==> config.mk <==
export PLATFORM = sky130hd
export DESIGN_NAME = core_irq_gate
export DESIGN_NICKNAME = d
export VERILOG_FILES = /design/src/rtl/quasi_irq_pkg.sv /design/src/rtl/irq_sync_edge.sv /design/src/rtl/core_irq_gate.sv
export SDC_FILE = /design/constraint.sdc
export NUM_CORES = 1
export LEC_CHECK = 0
export ABC_AREA = 1
export BUFFER_PORTS_ARGS = -buffer_cell sky130_fd_sc_hd__buf_4
export CAP_MARGIN = 5
export CORE_ASPECT_RATIO = 1.4
export CORE_MARGIN = 1
export CORE_UTILIZATION = 37
export DETAILED_ROUTE_END_ITERATION = 16
export HOLD_SLACK_MARGIN = 0.1
export PLACE_DENSITY = 0.86
export SKIP_LAST_GASP = 1
export SLEW_MARGIN = 40
export SYNTH_ARGS = -nofsm -noshare
export SYNTH_HDL_FRONTEND = slang
export SYNTH_SLANG_ARGS = --single-unit
==> constraint.sdc <==
create_clock -name clk -period 1.3 [get_ports clk]
set_input_delay 0.13 -clock clk [delete_from_list [all_inputs] [get_ports clk]]
set_output_delay 0.13 -clock clk [all_outputs]
set_load 0.05 [all_outputs]
==> src/rtl/quasi_irq_pkg.sv <==
// Shared definitions for the core-local interrupt gate: cause codes, mip/mie
// bit positions, request FSM encoding and the fixed-priority selector.
package quasi_irq_pkg;

    localparam logic [3:0] CAUSE_MSI = 4'd3;
    localparam logic [3:0] CAUSE_MTI = 4'd7;
    localparam logic [3:0] CAUSE_MEI = 4'd11;

    localparam int MSIP_BIT = 3;
    localparam int MTIP_BIT = 7;
    localparam int MEIP_BIT = 11;

    typedef enum logic [1:0] {
        ST_IDLE = 2'd0,
        ST_REQ  = 2'd1,
        ST_BUSY = 2'd2
    } irq_state_e;

    // Only meaningful when at least one enable is set; MTI is the fallback.
    function automatic logic [3:0] pick_cause(input logic mei_en, input logic msi_en);
        if (mei_en) begin
            return CAUSE_MEI;
        end else if (msi_en) begin
            return CAUSE_MSI;
        end else begin
            return CAUSE_MTI;
        end
    endfunction

endpackage

==> src/rtl/irq_sync_edge.sv <==
// One external interrupt source: 2-flop synchroniser, delay flop for edge
// detection and the software-visible pending bit (edge-latched or level).
module irq_sync_edge
    import quasi_irq_pkg::*;
#(
    parameter logic EDGE = 1'b0
) (
    input  logic clk,
    input  logic rst,
    input  logic e_irq_i,
    input  logic ext_clr_i,
    output logic pend_o,
    output logic pend_d_o
);

    logic meta_q;
    logic sync_q;
    logic dly_q;
    logic pend_q;
    logic pend_d;

    // NOTE: every signal assigned in always_comb gets a value on every path, so no latch is inferred.
    always_comb begin
        pend_d = sync_q;
        if (EDGE) begin
            // A new rising edge outranks a clear arriving in the same cycle.
            pend_d = (sync_q & ~dly_q) | (pend_q & ~ext_clr_i);
        end
    end

    // NOTE: sequential state uses non-blocking assignments so all flops sample pre-edge values.
    always_ff @(posedge clk) begin
        if (rst) begin
            meta_q <= 1'b0;
            sync_q <= 1'b0;
            dly_q  <= 1'b0;
            pend_q <= 1'b0;
        end else begin
            meta_q <= e_irq_i;
            sync_q <= meta_q;
            dly_q  <= sync_q;
            pend_q <= pend_d;
        end
    end

    assign pend_o   = pend_q;
    assign pend_d_o = pend_d;

endmodule

==> src/rtl/core_irq_gate.sv <==
// Core-local interrupt gate: builds the mip image, masks with mie/MIE, picks
// a fixed-priority cause and presents it to the CPU under req/ack/done.
module core_irq_gate
    import quasi_irq_pkg::*;
#(
    parameter int               N_EXT    = 4,
    parameter logic [N_EXT-1:0] EXT_EDGE = '0
) (
    input  logic             clk,
    input  logic             rst,
    input  logic             s_irq,
    input  logic             t_irq,
    input  logic [N_EXT-1:0] e_irq,
    input  logic [N_EXT-1:0] ext_clr,
    input  logic             glb_ie,
    input  logic [31:0]      mie,
    input  logic             irq_ack,
    input  logic             irq_done,
    output logic [31:0]      mip,
    output logic [N_EXT-1:0] ext_pend,
    output logic             irq_req,
    output logic [3:0]       irq_cause
);

    logic [N_EXT-1:0] pend_d;
    logic             msip_q;
    logic             mtip_q;
    logic             meip_q;
    irq_state_e       state_q;
    logic             req_q;
    logic [3:0]       cause_q;
    logic [31:0]      en;

    for (genvar i = 0; i < N_EXT; i++) begin : g_ext
        irq_sync_edge #(
            .EDGE (EXT_EDGE[i])
        ) u_sync (
            .clk       (clk),
            .rst       (rst),
            .e_irq_i   (e_irq[i]),
            .ext_clr_i (ext_clr[i]),
            .pend_o    (ext_pend[i]),
            .pend_d_o  (pend_d[i])
        );
    end

    // MEIP is registered from the next-state pending vector so mip stays a pure flop output.
    always_ff @(posedge clk) begin
        if (rst) begin
            msip_q <= 1'b0;
            mtip_q <= 1'b0;
            meip_q <= 1'b0;
        end else begin
            msip_q <= s_irq;
            mtip_q <= t_irq;
            meip_q <= |pend_d;
        end
    end

    always_comb begin
        mip           = '0;
        mip[MSIP_BIT] = msip_q;
        mip[MTIP_BIT] = mtip_q;
        mip[MEIP_BIT] = meip_q;
    end

    assign en = mip & mie & {32{glb_ie}};

    always_ff @(posedge clk) begin
        if (rst) begin
            state_q <= ST_IDLE;
            req_q   <= 1'b0;
            cause_q <= 4'd0;
        end else begin
            case (state_q)
                ST_IDLE: begin
                    if (en != 32'd0) begin
                        state_q <= ST_REQ;
                        req_q   <= 1'b1;
                        cause_q <= pick_cause(en[MEIP_BIT], en[MSIP_BIT]);
                    end
                end
                ST_REQ: begin
                    // The cause stays frozen; only ack or withdrawal of that cause leaves REQ.
                    if (irq_ack) begin
                        state_q <= ST_BUSY;
                        req_q   <= 1'b0;
                    end else if (!en[{1'b0, cause_q}]) begin
                        state_q <= ST_IDLE;
                        req_q   <= 1'b0;
                    end
                end
                ST_BUSY: begin
                    if (irq_done) begin
                        state_q <= ST_IDLE;
                    end
                end
                default: begin
                    state_q <= ST_IDLE;
                    req_q   <= 1'b0;
                end
            endcase
        end
    end

    assign irq_req   = req_q;
    assign irq_cause = cause_q;

endmodule

==> reports/qor.csv <==
stage,metric,value,unit
run_status,status,"complete, no violations",
cells_and_area,n_antenna_cell,0,
logic_synthesis,syn-cell-area,990,um^2
clocking,cts_made_buffers,3,
power_and_ir_drop,pwr-share-seq,50.1,%
clocking,cts-root-buf,clkbuf_4,
routing,postRouteAntennaNets,0,
power_and_ir_drop,clock_power_share,21.3,%
setup_path,max_stage_delay,0.34,ns
logic_synthesis,yosysUniqueCellTypes,14,
logic_synthesis,yosys.cell_count.top_type,buf_4,
timing,finalSetupViolations,0,
timing,finalHoldViolations,0,
routing,wl,1.45,mm
logic_synthesis,ys_async_sr_fraction,0,%
power_and_ir_drop,p_comb_share,28.6,%
floorplanning,dieHeight,63.2,um
place,dpl_cell_area,1040,um^2
logic_synthesis,yosysWarningCount,0,
setup_path,crit_family,simple AND/OR/NAND/NOR gates,
place,portBuffers,25,
timing,clock.fmax,935,MHz
timing,rsz0062_at_grt,no,
floorplanning,rows,21,
global_route,antenna_found_initial,0,
logic_synthesis,synth_top_area_share,42.5,%
power_and_ir_drop,internal_power,0.879,mW
global_route,grt_first_pass_wirelength,2.14,mm
floorplanning,start_util,40.1,%
power_and_ir_drop,p_per_area,1210,nW/um^2
floorplanning,coreArea,2470,um^2
clocking,cts_setup_buffers,0,
setup_path,crit_required,1.53,ns
setup_path,cp_max_fo,3,
global_route,first_global_vias,603,
cells_and_area,area_growth_syn_to_layout,14.8,%
cells_and_area,fin_util,46.0,%
logic_synthesis,yosys-top-cells-area,"dfxtp_1 42%, buf_4 28%, nor2_1 7.6%",
routing,wl_per_cell,7.73,um
setup_path,cp_data_arrival_time,1.30,ns
timing,skew,0.00227,ns
clocking,clkLatencyLatePin,0.29,ns
global_route,grt-ovfl-total,0,
logic_synthesis,synth_seq_cells,21,
logic_synthesis,synth_seq_area_share,42.5,%
routing,drt_first_pass_iters,3,
clocking,cts.sinks,21,
setup_path,critPathLaunchType,register,
cells_and_area,drive_gt1_share,19.0,%
routing,vias,696,
cells_and_area,fin_area,1140,um^2
timing,drv_slew,0,
global_route,grt_util_all_layers,10.2,%
clocking,clkTransAtPathRegs,0.10,ns
floorplanning,die_x,45.7,um
setup_path,critPathKind,reg -> reg,
setup_path,end_kind,register,
clocking,cts_tree,yes,
routing,drc_errors,0,
logic_synthesis,synth_top_cell_by_area,dfxtp_1,
floorplanning,ioPinCount,88,
routing,routed_via_density,3.72,
timing,fin_crit,1.07,ns
run,maxCapViolCount,0,
global_route,grt_start_max_net_pins,22,
logic_synthesis,ys_dominant_reg_cell,dfxtp_1,
power_and_ir_drop,p_sw_share,36.2,%
clocking,clock_path_buffers,2,
place,dp_hpwl,1.08,mm
power_and_ir_drop,leakage,0.593,nW
logic_synthesis,synth_edf_count,0,
cells_and_area,nets,201,
timing,post-route-period-util,82.3,%
place,gp_congestion,0.676,
cells_and_area,fillers,261,
setup_path,cp_num_buf_inv,1,
logic_synthesis,synth.top_cells.by_count,"37 x buf_4, 21 x dfxtp_1, 20 x nor2_1, 19 x inv_1, 12 x nand2_1",
timing,holdWs,0.118,ns
clocking,cts_max_level,1,
hold_path,min-delay-path-class,in -> reg,
timing,fin_tns_setup,0,ns
logic_synthesis,synthCells,128,
floorplanning,dieArea,2890,um^2
setup_path,crit_top_cell,nand2_1,
logic_synthesis,syn_avg_cell_area,7.73,um^2
power_and_ir_drop,peakVddDrop,624,uV
routing,drt_iter0_drc,5,
setup_path,cp_slowest_cell,dfxtp_1,
setup_path,cp_cell_sequence,inv_1 > nand2_1 > nor2_1 > nand2_1 > nor2_1 > nand2_1 > nand2_1 > nand2_1 > a21oi_1,
power_and_ir_drop,switchingPower,0.500,mW
[power by group through the flow]
stage          Combinational [mW]  Clock, mW  Sequential, mW
5_1_grt                     0.417      0.343           0.695
3_3_place_gp                0.374          0           0.705
3_5_place_dp                0.378          0           0.706
6_report                    0.394      0.293           0.691
2_1_floorplan               0.362          0           0.732
4_1_cts                     0.394      0.315           0.691
[metal layers]
| metal | wire length [um] | part of all wire [%] | track usage, % | up-vias |
|---|---|---|---|---|
| li1 | - | - | - | 363 |
| met5 | 0 | 0 | 0 | - |
| met4 | 30 | 2.1 | 5.51 | 0 |
| met3 | 136 | 9.4 | 2.01 | 3 |
| met1 | 503 | 35 | 9.17 | 292 |
| met2 | 774 | 54 | 19.3 | 38 |
[worst paths after layout]
path / startpoint / depth (start not counted) / slack, ns / endpoint
setup / recovery: state_q[1] / 9 / 0.23 / irq_req
setup reg to reg: state_q[1] / 9 / 0.23 / irq_req
hold / removal: irq_ack / 3 / 0.12 / state_q[1]
hold reg to reg: g_ext[2].u_sync.meta_q / 2 / 0.41 / g_ext[2].u_sync.pend_d_o
[metrics by stage]
step,total power [mW],cells,setup WS [ns]
final,1.38,187,0.231
after global routing,1.45,187,0.0964
after CTS,1.40,187,0.208
after detailed placement,1.08,176,0.233
after global placement,1.08,176,0.265
after floorplan,1.09,156,0.0153
[worst register-to-register path, stage by stage, from the launching register on]
cell and delay [ns]:
dfxtp_1 0.34, inv_1 0.09, nand2_1 0.06, nor2_1 0.10, nand2_1 0.05, nor2_1 0.08, nand2_1 0.07, nand2_1 0.06
nand2_1 0.04, a21oi_1 0.11
[layout by cell type (no fill, tap or decap)]
| cell type | instances |
|---|---|
| conb_1 | 29 |
| a21oi_1 | 5 |
| a41oi_1 | 1 |
| dfxtp_1 | 21 |
| nand3_1 | 6 |
| buf_4 | 25 |
| inv_1 | 19 |
| nand4_1 | 1 |
| clkbuf_4 | 3 |
| dlygate4sd3_1 | 7 |
| nand3b_1 | 1 |
| clkbuf_1 | 1 |
| o21ai_0 | 1 |
| nand2_2 | 1 |
| nand2_1 | 12 |
| nor2_1 | 20 |
[kinds of logic (layout without fill, tap and decap cells)]
family	after synthesis	after routing	synth area share (%)
buffers and inverters	58	55	36.0
flip-flops	21	21	42.5
AND/OR/NAND/NOR	41	41	17.2
AO/OA/AOI/OAI	7	7	3.92
other	1	29	0.379
[sequential cells by signal (all words and copies together), names as in the netlist]
signal,cells
meip_q,1
g_ext.u_sync.meta_q,4
irq_req,1
irq_cause,3
g_ext.u_sync.pend_o,4
msip_q,1
g_ext.u_sync.pend_d_o,4
mtip_q,1
state_q,2
[cell type report]
class	count	area, um^2	area share (%)
tap	34	42.5	3.74
clock buffer	4	26.3	2.31
sequential	21	420	37.0
multi-input combinational	77	318	28.0
inverter	19	71.3	6.28
timing repair buffer	32	258	22.7
[repair_timing]
item                      4_1_cts  5_1_grt
hold buffers                    7        0
gates resized for setup         0        0
hold endpoints to repair        7        0
No activity file was read; power rests on OpenSTA's default activity.
